`config.mk`:
```
export PLATFORM = sky130hd
export DESIGN_NAME = simon_updown_counter
export DESIGN_NICKNAME = d
export VERILOG_FILES = /design/src/rtl/simon_pkg.sv /design/src/rtl/simon_cnt_next.sv /design/src/rtl/simon_updown_counter.sv
export SDC_FILE = /design/constraint.sdc
export NUM_CORES = 1
export LEC_CHECK = 0
export CORE_MARGIN = 3
export CORE_UTILIZATION = 35
export CTS_BUF_LIST = sky130_fd_sc_hd__clkbuf_16
export CTS_CLUSTER_SIZE = 40
export DETAILED_ROUTE_END_ITERATION = 7
export PLACE_DENSITY = 0.68
export SYNTH_ARGS = -nofsm -noshare
export SYNTH_HDL_FRONTEND = slang
export SYNTH_SLANG_ARGS = --single-unit
```
`constraint.sdc`:
```
create_clock -name clk -period 2.41 [get_ports clk]
set_input_delay 0.482 -clock clk [delete_from_list [all_inputs] [get_ports clk]]
set_output_delay 0.482 -clock clk [all_outputs]
set_load 0.05 [all_outputs]
```
`src/rtl/simon_pkg.sv`:
```
// Shared constants for the Simon Says up/down counter slice.
// Direction encodings, wrap/saturate mode selectors and the default counter width.
package simon_pkg;

    localparam logic DIR_DOWN = 1'b0;
    localparam logic DIR_UP   = 1'b1;

    localparam int MODE_WRAP = 0;
    localparam int MODE_SAT  = 1;

    localparam int DEFAULT_WIDTH = 8;

endpackage : simon_pkg

```
`src/rtl/simon_cnt_next.sv`:
```
// Combinational next-count and boundary detect for the up/down counter.
// Works in WIDTH+1 bits so a full-range MAX_COUNT never overflows the compare.
module simon_cnt_next
    import simon_pkg::*;
#(
    parameter int WIDTH     = DEFAULT_WIDTH,
    parameter int MAX_COUNT = (2**WIDTH) - 1,
    parameter int SATURATE  = MODE_WRAP
) (
    input  logic [WIDTH-1:0] count_q,
    input  logic             dir_up,
    output logic [WIDTH-1:0] next_count,
    output logic             at_boundary
);

    localparam logic [WIDTH:0]   MAX_EXT = MAX_COUNT[WIDTH:0];
    localparam logic [WIDTH-1:0] MAX_W   = MAX_COUNT[WIDTH-1:0];

    logic [WIDTH:0] cnt_ext;

    assign cnt_ext = {1'b0, count_q};

    // Boundaries come from comparisons only; the carry of the +/-1 is discarded.
    always_comb begin
        next_count  = count_q;
        at_boundary = 1'b0;
        if (dir_up == DIR_UP) begin
            at_boundary = (cnt_ext == MAX_EXT);
            if (!at_boundary) begin
                next_count = WIDTH'(cnt_ext + (WIDTH + 1)'(1));
            end else if (SATURATE == MODE_SAT) begin
                next_count = count_q;
            end else begin
                next_count = '0;
            end
        end else begin
            at_boundary = (cnt_ext == '0);
            if (!at_boundary) begin
                next_count = WIDTH'(cnt_ext - (WIDTH + 1)'(1));
            end else if (SATURATE == MODE_SAT) begin
                next_count = count_q;
            end else begin
                next_count = MAX_W;
            end
        end
    end

endmodule : simon_cnt_next

```
`src/rtl/simon_updown_counter.sv`:
```
// Parametrised up/down modulo counter with load clamp, terminal-count pulse,
// registered compare flag and an explicit output-enable vector for the pad bus.
module simon_updown_counter
    import simon_pkg::*;
#(
    parameter int WIDTH     = DEFAULT_WIDTH,
    parameter int MAX_COUNT = (2**WIDTH) - 1,
    parameter int SATURATE  = MODE_WRAP
) (
    input  logic             clk,
    input  logic             rst_n,
    input  logic             clk_en,
    input  logic             load,
    input  logic [WIDTH-1:0] load_data,
    input  logic             dir_up,
    input  logic [WIDTH-1:0] cmp_val,
    input  logic             oe,
    output logic [WIDTH-1:0] count_q,
    output logic [WIDTH-1:0] count_out,
    output logic [WIDTH-1:0] count_oe,
    output logic             tc,
    output logic             match
);

    if (WIDTH < 2 || WIDTH > 16 || MAX_COUNT < 1 || MAX_COUNT > (2**WIDTH) - 1) begin : g_bad_params
        $fatal(1, "simon_updown_counter: illegal WIDTH/MAX_COUNT combination");
    end

    localparam logic [WIDTH:0]   MAX_EXT = MAX_COUNT[WIDTH:0];
    localparam logic [WIDTH-1:0] MAX_W   = MAX_COUNT[WIDTH-1:0];

    logic [WIDTH-1:0] count_d;
    logic             tc_d;
    logic             match_d;
    logic             tc_q;
    logic             match_q;
    logic [WIDTH-1:0] next_count;
    logic             at_boundary;

    simon_cnt_next #(
        .WIDTH     (WIDTH),
        .MAX_COUNT (MAX_COUNT),
        .SATURATE  (SATURATE)
    ) u_cnt_next (
        .count_q     (count_q),
        .dir_up      (dir_up),
        .next_count  (next_count),
        .at_boundary (at_boundary)
    );

    // Load beats counting; match always looks at the value about to be registered.
    always_comb begin
        count_d = count_q;
        tc_d    = 1'b0;
        if (load) begin
            count_d = ({1'b0, load_data} > MAX_EXT) ? MAX_W : load_data;
        end else if (clk_en) begin
            count_d = next_count;
            tc_d    = at_boundary;
        end
        match_d = (count_d == cmp_val);
    end

    always_ff @(posedge clk) begin
        if (!rst_n) begin
            count_q <= '0;
            tc_q    <= 1'b0;
            match_q <= 1'b0;
        end else begin
            count_q <= count_d;
            tc_q    <= tc_d;
            match_q <= match_d;
        end
    end

    assign tc        = tc_q;
    assign match     = match_q;
    assign count_out = oe ? count_q : '0;
    assign count_oe  = {WIDTH{oe}};

endmodule : simon_updown_counter

```
Word level (Yosys, flattened, before mapping) --
Index checks and enable logic that the tools add are counted.
Operators by class: add/sub/neg operators 2, equal/unequal tests 2, mux-type cells 7, bitwise logic cells 2, reductions and logical operators 2
Operators with widths (number):
- 8-bit two-way mux | 6
- 9-bit logical NOT | 1
- 8-bit by 1-bit adder with 8-bit output, second input constant | 1
- 8-bit == test | 1
- 8-bit == test, second input constant | 1
- 8-bit by 1-bit subtractor with 8-bit output, second input constant | 1
- 3-bit OR reduction | 1
- 1-bit inverter | 2
- 1-bit two-way mux | 1
Storage, ports and cells: flip-flop bits (word level) 10, output and inout port bits 26

Longest topological paths before layout --
Gate-level depths: netlist (run 1).
depth after elaboration 6, mapped depth 10

Modules after synthesis --
Synthesis (run 1) repeated with hierarchy kept, for this count alone.
Second synthesis, totals: cell total of the unflattened synthesis 133, area, all modules 1082.3 sq um
By module, submodules not included:
- simon_updown_counter | times used 1, cells an instance 71, area each 663.1 sq um, sequential area each 200.2 sq um
- simon_cnt_next | times used 1, cells an instance 62, area each 419.2 sq um, sequential area each 0.0 sq um

Worst setup path after synthesis (run 1) --
OpenSTA, ideal clock, no wires.
kind flip-flop to flip-flop, start register count_q[1], end register match_q (netlist: match), setup time 0.088 ns, arrival time 2.561 ns, required time 2.322 ns, slack -0.239 ns, cell stages (with the launch flop) 11, cells stage by stage dfxtp_1 -> clkbuf_1 -> inv_1 -> ha_1 -> nor3b_1 -> a21o_4 -> o32ai_2 -> a2111oi_4 -> mux2_4 -> nand3_2 -> nor4_2
On the way: word-level cells in the longest chain between the ends 6
Ends and longest elaborated chain:
- start, declared | line simon_updown_counter.sv:18 | output logic [WIDTH-1:0] count_q,
- start signal, assigned | line simon_updown_counter.sv:70 | count_q <= count_d;
- 8-bit by 1-bit subtractor with 8-bit output (tied with other cells) | line simon_cnt_next.sv:39 | next_count = WIDTH'(cnt_ext - (WIDTH + 1)'(1));
- 8-bit two-way mux, on equally long branches | line simon_cnt_next.sv:38, simon_cnt_next.sv:29
- 8-bit two-way mux | line simon_cnt_next.sv:27 | if (dir_up == DIR_UP) begin
- 8-bit two-way mux (*) | line simon_updown_counter.sv:57 | end else if (clk_en) begin
- 8-bit two-way mux (*) | line simon_updown_counter.sv:55 | if (load) begin
- 8-bit == test (*) | line simon_updown_counter.sv:61 | match_d = (count_d == cmp_val);
- end signal, assigned | line simon_updown_counter.sv:72 | match_q <= match_d;
- end, declared | line simon_updown_counter.sv:36 | logic match_q;
Every way passes the cells marked *; elsewhere a longest branch is shown, timed or not. A chain may end at the register's enable or synchronous reset.

Worst setup path after layout (run 1) --
start input dir_up, end register match_q (netlist: match)
On the way: word-level cells in the longest chain between the ends 4
Ends and longest elaborated chain:
- start, declared | line simon_updown_counter.sv:15 | input logic dir_up,
- 8-bit two-way mux | line simon_cnt_next.sv:27
- 8-bit two-way mux | line simon_updown_counter.sv:57
- 8-bit two-way mux | line simon_updown_counter.sv:55
- 8-bit == test | line simon_updown_counter.sv:61
No other way between the ends.

==> key figures, run 1 <==
Outcome
  – Status: complete, no violations

Timing
  – Min Hold Slack: 0.876 ns
  – Max Clock Freq: 428 MHz
  – Worst slew pin tran: 0.576 ns
  – Minimum clock period: about 2.3 ns
  – Final setup fails: 0
  – RSZ-0062 raised after global routing: false
  – Fin. Hold Viols: 0
  – Clock Skew: 0.00553 ns
  – Relative slew slack: between 60% and 70%
  – Final max-slew violation count: 0
  – Setup TNS Final: 0 ns
  – Fin crit share: a little over nine tenths

Detailed routing
  – Remaining antenna violation count: 0
  – Routed wire length: roughly 4400 um
  – Via density: about 5.6
  – DRC: 0
  – 1st-iter DRT viols: between 60 and 70
  – Vias after detailed routing: about 1500
  – TritonRoute pass-1 iters: 4
  – Routed length per placed instance: around 17 um

Clock tree
  – Clock transition at the registers of the reported paths: roughly 0.040 ns
  – Clock Path Buffers: 2
  – Clock sink count: 10
  – H-tree depth: 1
  – Post-CTS setup repair buffer count: 0
  – CTS tree: built
  – Clock Latency Late Sink: between 0.2 and 0.25 ns
  – CTS root buf: clkbuf_16
  – Inserted Clock Buffers: 3
  – Post-CTS Resized: 0
  – Hold-fix buffers at CTS: 0

Setup path
  – CP Data Arrival Time: 2.48 ns
  – Reg-to-reg setup timing slack: about 0.18 ns
  – Worst setup EP type: flip-flop
  – CP Max Fanout: 7
  – Crit Path Class: in2reg
  – Worst path max stage delay: ~0.6 ns
  – CP top delay family: compound AO/OA/AOI/OAI gates
  – Cell depth of the worst setup path: 8
  – Type of origin of the critical path: primary input
  – Worst path slowest cell: clkdlybuf4s50_1
  – Crit Reg-Reg Endpoint: match$_SDFF_PN0_
  – Crit path buf inv count: 1
  – CP Data Required Time: 2.56 ns
  – RR Startpoint: count_q[4]$_SDFF_PN0_
  – Critical Path, Cell by Cell: clkdlybuf4s50_1, nor3_1, a32oi_1, o32ai_2, a2111oi_4, mux2_4, nand3_2, nor4_2
  – Reg2reg path depth: 7

Global route
  – GR Overflow Total: 0
  – Vias in the first global route: 1505
  – Largest net degree at the start of global routing: 17
  – First-pass GRT wire length: between 7000 and 8000 um
  – Initial antenna violation count: 0
  – Total track usage: between 20 and 25%

Power and ir drop
  – Power density over the cells: 451 nW/um^2
  – IR drop worst, VDD: 356 uV
  – Leak: just under 0.9 nW

Layout
  – Ant. Diodes: 0
  – Area Growth Syn to Fin: 61.1%
  – FILL cells: 309
  – Layout cells sized above 1: 27.8%
  – Post-route cell area: 2140 um^2
  – Nets@finish: between 200 and 250

Die
  – Die area: 4580 um^2
  – Die Y: 67.7 um
  – Starting Density: around two fifths
  – # IOs: between 40 and 50
  – # rows: 21
  – Core box area: 3490 um^2
  – Die width: between 60 and 70 um

Yosys
  – Xor and xnor area share after synthesis: 6.58%
  – Compound-Gate Fraction of Synth Area: a little over a quarter
  – Synth area leaders: dfxtp_1, buf_4, nand2_1
  – Mapped cell area: roughly 1300 um^2
  – Yosys top cell by area: dfxtp_1
  – Post-synthesis mux area share: just over 5%
  – Syn avg cell area: 7.79 um^2
  – Post-Synth Simple-Gate Area: 31.3%
  – Adder-Cell Fraction of Synth Area: 2.82%
  – Sequential-to-total area share from yosys stat: about 15%
  – Post-synth top area share: roughly 15%
  – Post-Synthesis Cells: 171
  – Main combinational cell family by area after synthesis: simple AND/OR/NAND/NOR gates
  – FF+latch count, synth: 10
  – Number of flops mapped to enable cells by yosys: 0
  – Synth warnings: 0
  – Synth unique cells: 52
  – Synth async-reset ratio: 0%
  – Syn Nets: approximately 200
  – Top_reg_cell synth: dfxtp_1

Min path
  – WHS Endpoint: count_q[1]$_SDFF_PN0_
  – Worst hold stages: 4
  – Hold Crit Start: count_q[1]$_SDFF_PN0_
  – HP Class: reg2reg

Job
  – Max cap viols: 0

Placement
  – Final HPWL DP: approximately 3400 um
  – DP Area: ~2100 um^2
  – I/O Buffers: 47
  – Gp weighted congestion: 0.852
-- layer usage --
| layer | share of wire, % | routed length, um | track usage, % | up-vias |
|---|---|---|---|---|
| li1 | - | - | - | 704 |
| met1 | 40 | 1770 | 24.1 | 700 |
| met2 | 50 | 2210 | 35.8 | 78 |
| met3 | 7.9 | 351 | 4.99 | 14 |
| met4 | 2.5 | 112 | 9.11 | 0 |
| met5 | 0 | 0 | 0 | - |
-- flip-flops by register name, summed over array words and instances, names as in the netlist --
register and flops:
count_q 8, match 1, tc 1
-- logic make-up (layout without fill, tap and decap cells) --
group                      count (synthesis)  after routing
AOI/OAI and AO/OA                         44             44
xor gates and xnor gates                  10             10
DFF                                       10             10
adders and majority gates                  3              3
buffers and inverters                     29             81
and+or+nand+nor                           70             70
muxes                                      5              5
-- per-stage QoR --
stage               instances  setup slack (ns)  total power [mW]  utilization (%)
floorplan                 171            0.0227             0.481                -
global placement          265            -0.102             0.654             58.9
detailed placement        265            -0.126             0.662             58.9
CTS                       269            0.0806             0.961             61.2
global route              269            0.0225              1.01             61.4
finish                    269            0.0760             0.966             61.4
-- cell type report --
| cell class | count | area (um^2) | share of cell area [%] |
|---|---|---|---|
| multi-input combinational | 132 | 972 | 45.3 |
| sequential | 10 | 205 | 9.57 |
| inverter | 10 | 37.5 | 1.75 |
| timing repair buffer | 67 | 793 | 37.0 |
| clock buffer | 3 | 75.1 | 3.50 |
| tap | 46 | 57.6 | 2.68 |
| clock inverter | 1 | 3.75 | 0.175 |
-- power breakdown --
part | internal [mW] | total [mW] | switching [mW]
Clock | 0.218 | 0.298 | 0.0803
Sequential | 0.178 | 0.204 | 0.0264
Combinational | 0.217 | 0.464 | 0.246
Total | 0.613 | 0.966 | 0.353
-- how the worst max path moves through the flow --
| stage | start | end | slack [ns] |
|---|---|---|---|
| 4_1_cts | dir_up | match$_SDFF_PN0_ | 0.08 |
| 6_report | dir_up | match$_SDFF_PN0_ | 0.08 |
| 3_5_place_dp | dir_up | match$_SDFF_PN0_ | -0.13 |
| 3_3_place_gp | dir_up | match$_SDFF_PN0_ | -0.10 |
| 5_1_grt | dir_up | match$_SDFF_PN0_ | 0.02 |
| 2_1_floorplan | count_q[0]$_SDFF_PN0_ | match$_SDFF_PN0_ | 0.02 |
-- layout by cell type (no fill, tap or decap), types with 4 or more instances in the layout --
master / netlist / final
a21oi_1: 6 / 6
and2_1: 10 / 10
buf_12: 0 / 17
buf_4: 10 / 19
clkdlybuf4s50_1: 0 / 31
dfxtp_1: 10 / 6
dfxtp_2: 0 / 4
inv_1: 10 / 10
nand2_1: 18 / 18
nand2b_1: 4 / 4
nor2_1: 8 / 8
nor2b_1: 6 / 6
nor3_1: 4 / 4
o21ai_0: 7 / 7
xnor2_1: 7 / 7
-- tightest hold or removal path, stage by stage, from the launching register on --
cell	delay, ns
dfxtp_2	0.32
buf_4	0.18
mux2i_1	0.08
o21ai_0	0.14
and2_1	0.12
-- synthesized netlist by cell type (2+ instances only) --
master / count
o221ai_1: 2
o211ai_1: 3
nor4_1: 3
buf_4: 10
o311a_1: 3
mux2i_1: 3
nand2b_1: 4
and3_1: 2
nor2b_1: 6
o21ai_1: 3
a211o_2: 2
inv_1: 10
nor3_1: 4
nand2_1: 18
o21a_1: 2
xnor2_1: 7
a21oi_1: 6
nor3b_1: 2
dfxtp_1: 10
and2_1: 10
nor2_1: 8
clkbuf_1: 5
buf_6: 2
a31oi_1: 3
nand3_1: 3
o21ai_0: 7
xor2_1: 3
buf_2: 2
and3_2: 2
o211a_1: 2
ha_1: 3
No activity file was read; power rests on OpenSTA's default activity.
==> run 2: changes to the inputs <==
Settings changed: CTS_CLUSTER_SIZE 40 to unset, GPL_ROUTABILITY_DRIVEN set to 0.
==> run 2 against run 1 <==
  * Total power shrank 0.97%
  * Clock skew shrank 0.0042 ns
  * Die area is the same
  * Wire length shrank 6.7%
  * Sequential power is essentially flat
  * Core utilization shrank 0.43 points
  * Via count shrank 2.3%
  * Flip-flop and latch count is the same
==> key figures, run 2 (same netlist as run 1, synthesis figures left out) <==
Global route
  – Total track usage: 19.4% (-1.4 points)
  – First-pass GRT wire length: 6770 um (-6.8%)
  – Initial antenna violation count: 0 (unchanged)
  – GR Overflow Total: 0 (unchanged)
  – Vias in the first global route: 1469 (-2.4%)
  – Largest net degree at the start of global routing: 17 (unchanged)

Timing
  – Relative slew slack: 62.5% (+1.4 points)
  – Fin crit share: 95.1% (-1.8 points)
  – Fin. Hold Viols: 0 (unchanged)
  – Minimum clock period: 2.29 ns (-0.0428 ns)
  – Max Clock Freq: 436 MHz (+1.9%)
  – Final setup fails: 0 (unchanged)
  – Clock Skew: 0.00132 ns (-0.00421 ns)
  – Worst slew pin tran: 0.555 ns (-0.0208 ns)
  – Final max-slew violation count: 0 (unchanged)

Die
  – Die width: 67.7 um (unchanged)
  – Starting Density: 38.1% (unchanged)
  – Core box area: 3490 um^2 (unchanged)
  – Die Y: 67.7 um (unchanged)
  – # rows: 21 (unchanged)
  – # IOs: 48 (unchanged)
  – Die area: 4580 um^2 (unchanged)

Job
  – Max cap viols: 0 (unchanged)

Setup path
  – Reg-to-reg setup timing slack: 0.27 ns (+0.09 ns)
  – CP Data Arrival Time: 2.44 ns (-0.04 ns)
  – RR Startpoint: count_q[5]$_SDFF_PN0_
  – CP top delay family: compound AO/OA/AOI/OAI gates
  – Worst setup EP type: flip-flop
  – Worst path slowest cell: clkdlybuf4s50_1
  – Crit path buf inv count: 1 (unchanged)
  – CP Data Required Time: 2.56 ns (about the same)
  – Critical Path, Cell by Cell: clkdlybuf4s50_1, nor3_1, a32oi_1, o32ai_2, a2111oi_4, mux2_4, nand3_2, nor4_2
  – CP Max Fanout: 7 (unchanged)
  – Type of origin of the critical path: primary input
  – Crit Path Class: in2reg
  – Crit Reg-Reg Endpoint: match$_SDFF_PN0_
  – Reg2reg path depth: 7 (unchanged)
  – Worst path max stage delay: 0.63 ns (+0.02 ns)

Min path
  – Hold Crit Start: count_q[7]$_SDFF_PN0_
  – WHS Endpoint: count_q[7]$_SDFF_PN0_
  – Worst hold stages: 4 (unchanged)
  – HP Class: reg2reg

Layout
  – Layout cells sized above 1: 28.2% (+0.38 points)
  – Commonest non-fill, non-tap cells in the layout: clkdlybuf4s50_1, nand2_1, buf_12
  – Commonest non-fill, non-tap cell in the layout: clkdlybuf4s50_1
  – Nets@finish: 246 (-1.2%)
  – Ant. Diodes: 0 (unchanged)
  – Number of flip-flops under the largest register name: 8 (unchanged)
  – Area of the multi-input gates: 978 um^2 (+0.64%)
  – Final core utilization: 60.9% (-0.43 points)
  – FILL cells: 318 (+2.9%)
  – Reg area: 206 um^2 (+0.61%)
  – Reg with most FFs: count_q
  – Final Non-Filler Cells: 266 (-1.1%)
  – Area Growth Syn to Fin: 60.0%

Detailed routing
  – TritonRoute pass-1 iters: 4 (unchanged)
  – Routed length per placed instance: 15.6 um (-5.6%)
  – DRC: 0 (unchanged)
  – Vias after detailed routing: 1462 (-2.3%)
  – Via density: 5.50 (-1.2%)
  – Remaining antenna violation count: 0 (unchanged)
  – Routed wire length: 4150 um (-6.7%)
  – 1st-iter DRT viols: 95 (+48%)

Power and ir drop
  – Final Power: 0.957 mW (-0.97%)
  – Leak: 0.877 nW (-1.6%)
  – IR drop worst, VDD: 391 uV (+9.8%)
  – Power density over the cells: 449 nW/um^2 (-0.27%)

Clock tree
  – CTS root buf: clkbuf_16
  – Post-CTS Resized: 0 (unchanged)
  – Clock Latency Late Sink: 0.24 ns (about the same)
  – CTS tree: built
  – Clock sink count: 10 (unchanged)
  – Clock transition at the registers of the reported paths: 0.04 ns (about the same)
  – Post-CTS setup repair buffer count: 0 (unchanged)
  – Clock Path Buffers: 2 (unchanged)
  – Hold-fix buffers at CTS: 0 (unchanged)
  – Inserted Clock Buffers: 3 (unchanged)
  – H-tree depth: 1 (unchanged)

Placement
  – Final HPWL DP: 3280 um (-3.8%)
  – Dpl cells: 262 (-1.1%)
  – I/O Buffers: 47 (unchanged)

Outcome
  – Status: complete, no violations
## run 2: changes by cell type in the layout (fill, tap and decap cells not counted), sizes merged
| cell | before | now |
|---|---|---|
| buf | 36 | 33 |
## run 2: how the worst max path moves through the flow
stage | cells past startpoint | start | slack [ns] | endpoint
5_1_grt | 8 | dir_up | -0.02 | match$_SDFF_PN0_
3_5_place_dp | 8 | dir_up | -0.14 | match$_SDFF_PN0_
4_1_cts | 1 | count_q[2]$_SDFF_PN0_ | 0.10 | count_q[2]
3_3_place_gp | 8 | dir_up | -0.07 | match$_SDFF_PN0_
2_1_floorplan | 10 | count_q[0]$_SDFF_PN0_ | 0.02 | match$_SDFF_PN0_
6_report | 8 | dir_up | 0.12 | match$_SDFF_PN0_
## run 2: tightest hold or removal path, delay by kind of cell (launching register included)
kind	cells	cell delay, ns
simple gates	2	0.22
compound gates	2	0.19
flops	1	0.39
## run 2: area by class of cell
| type | count | area share (%) |
|---|---|---|
| Clock buffer | 3 | 3.53 |
| Sequential cell | 10 | 9.69 |
| Multi-Input combinational cell | 132 | 45.9 |
| Tap cell | 46 | 2.70 |
| Clock inverter | 1 | 0.176 |
| Timing Repair Buffer | 64 | 36.2 |
| Inverter | 10 | 1.76 |
## run 2: through the flow
stage,worst slack (ns),setup TNS [ns],hold slack (ns),area (um^2)
floorplan,0.0227,0,0.674,1340
global placement,-0.0711,-0.0881,0.818,2040
detailed placement,-0.140,-0.202,0.828,2040
CTS,0.104,0,0.835,2110
global route,-0.0223,-0.0223,0.895,2130
finish,0.119,0,0.841,2130
## run 2: layer usage
layer  wire length, um  share of wire, %  vias to the layer above  global-route usage, %
met5                 0                 0                        -                      0
met1              1680                41                      674                   22.9
li1                  -                 -                      703                      -
met3               342               8.2                        8                   3.83
met4                82               2.0                        0                   9.87
met2              2040                49                       77                   32.9
## run 2: power breakdown
part | switching, mW | total, mW | internal (mW)
Combinational | 0.238 | 0.453 | 0.215
Sequential | 0.0282 | 0.207 | 0.179
Clock | 0.0792 | 0.297 | 0.218
Total | 0.346 | 0.957 | 0.611
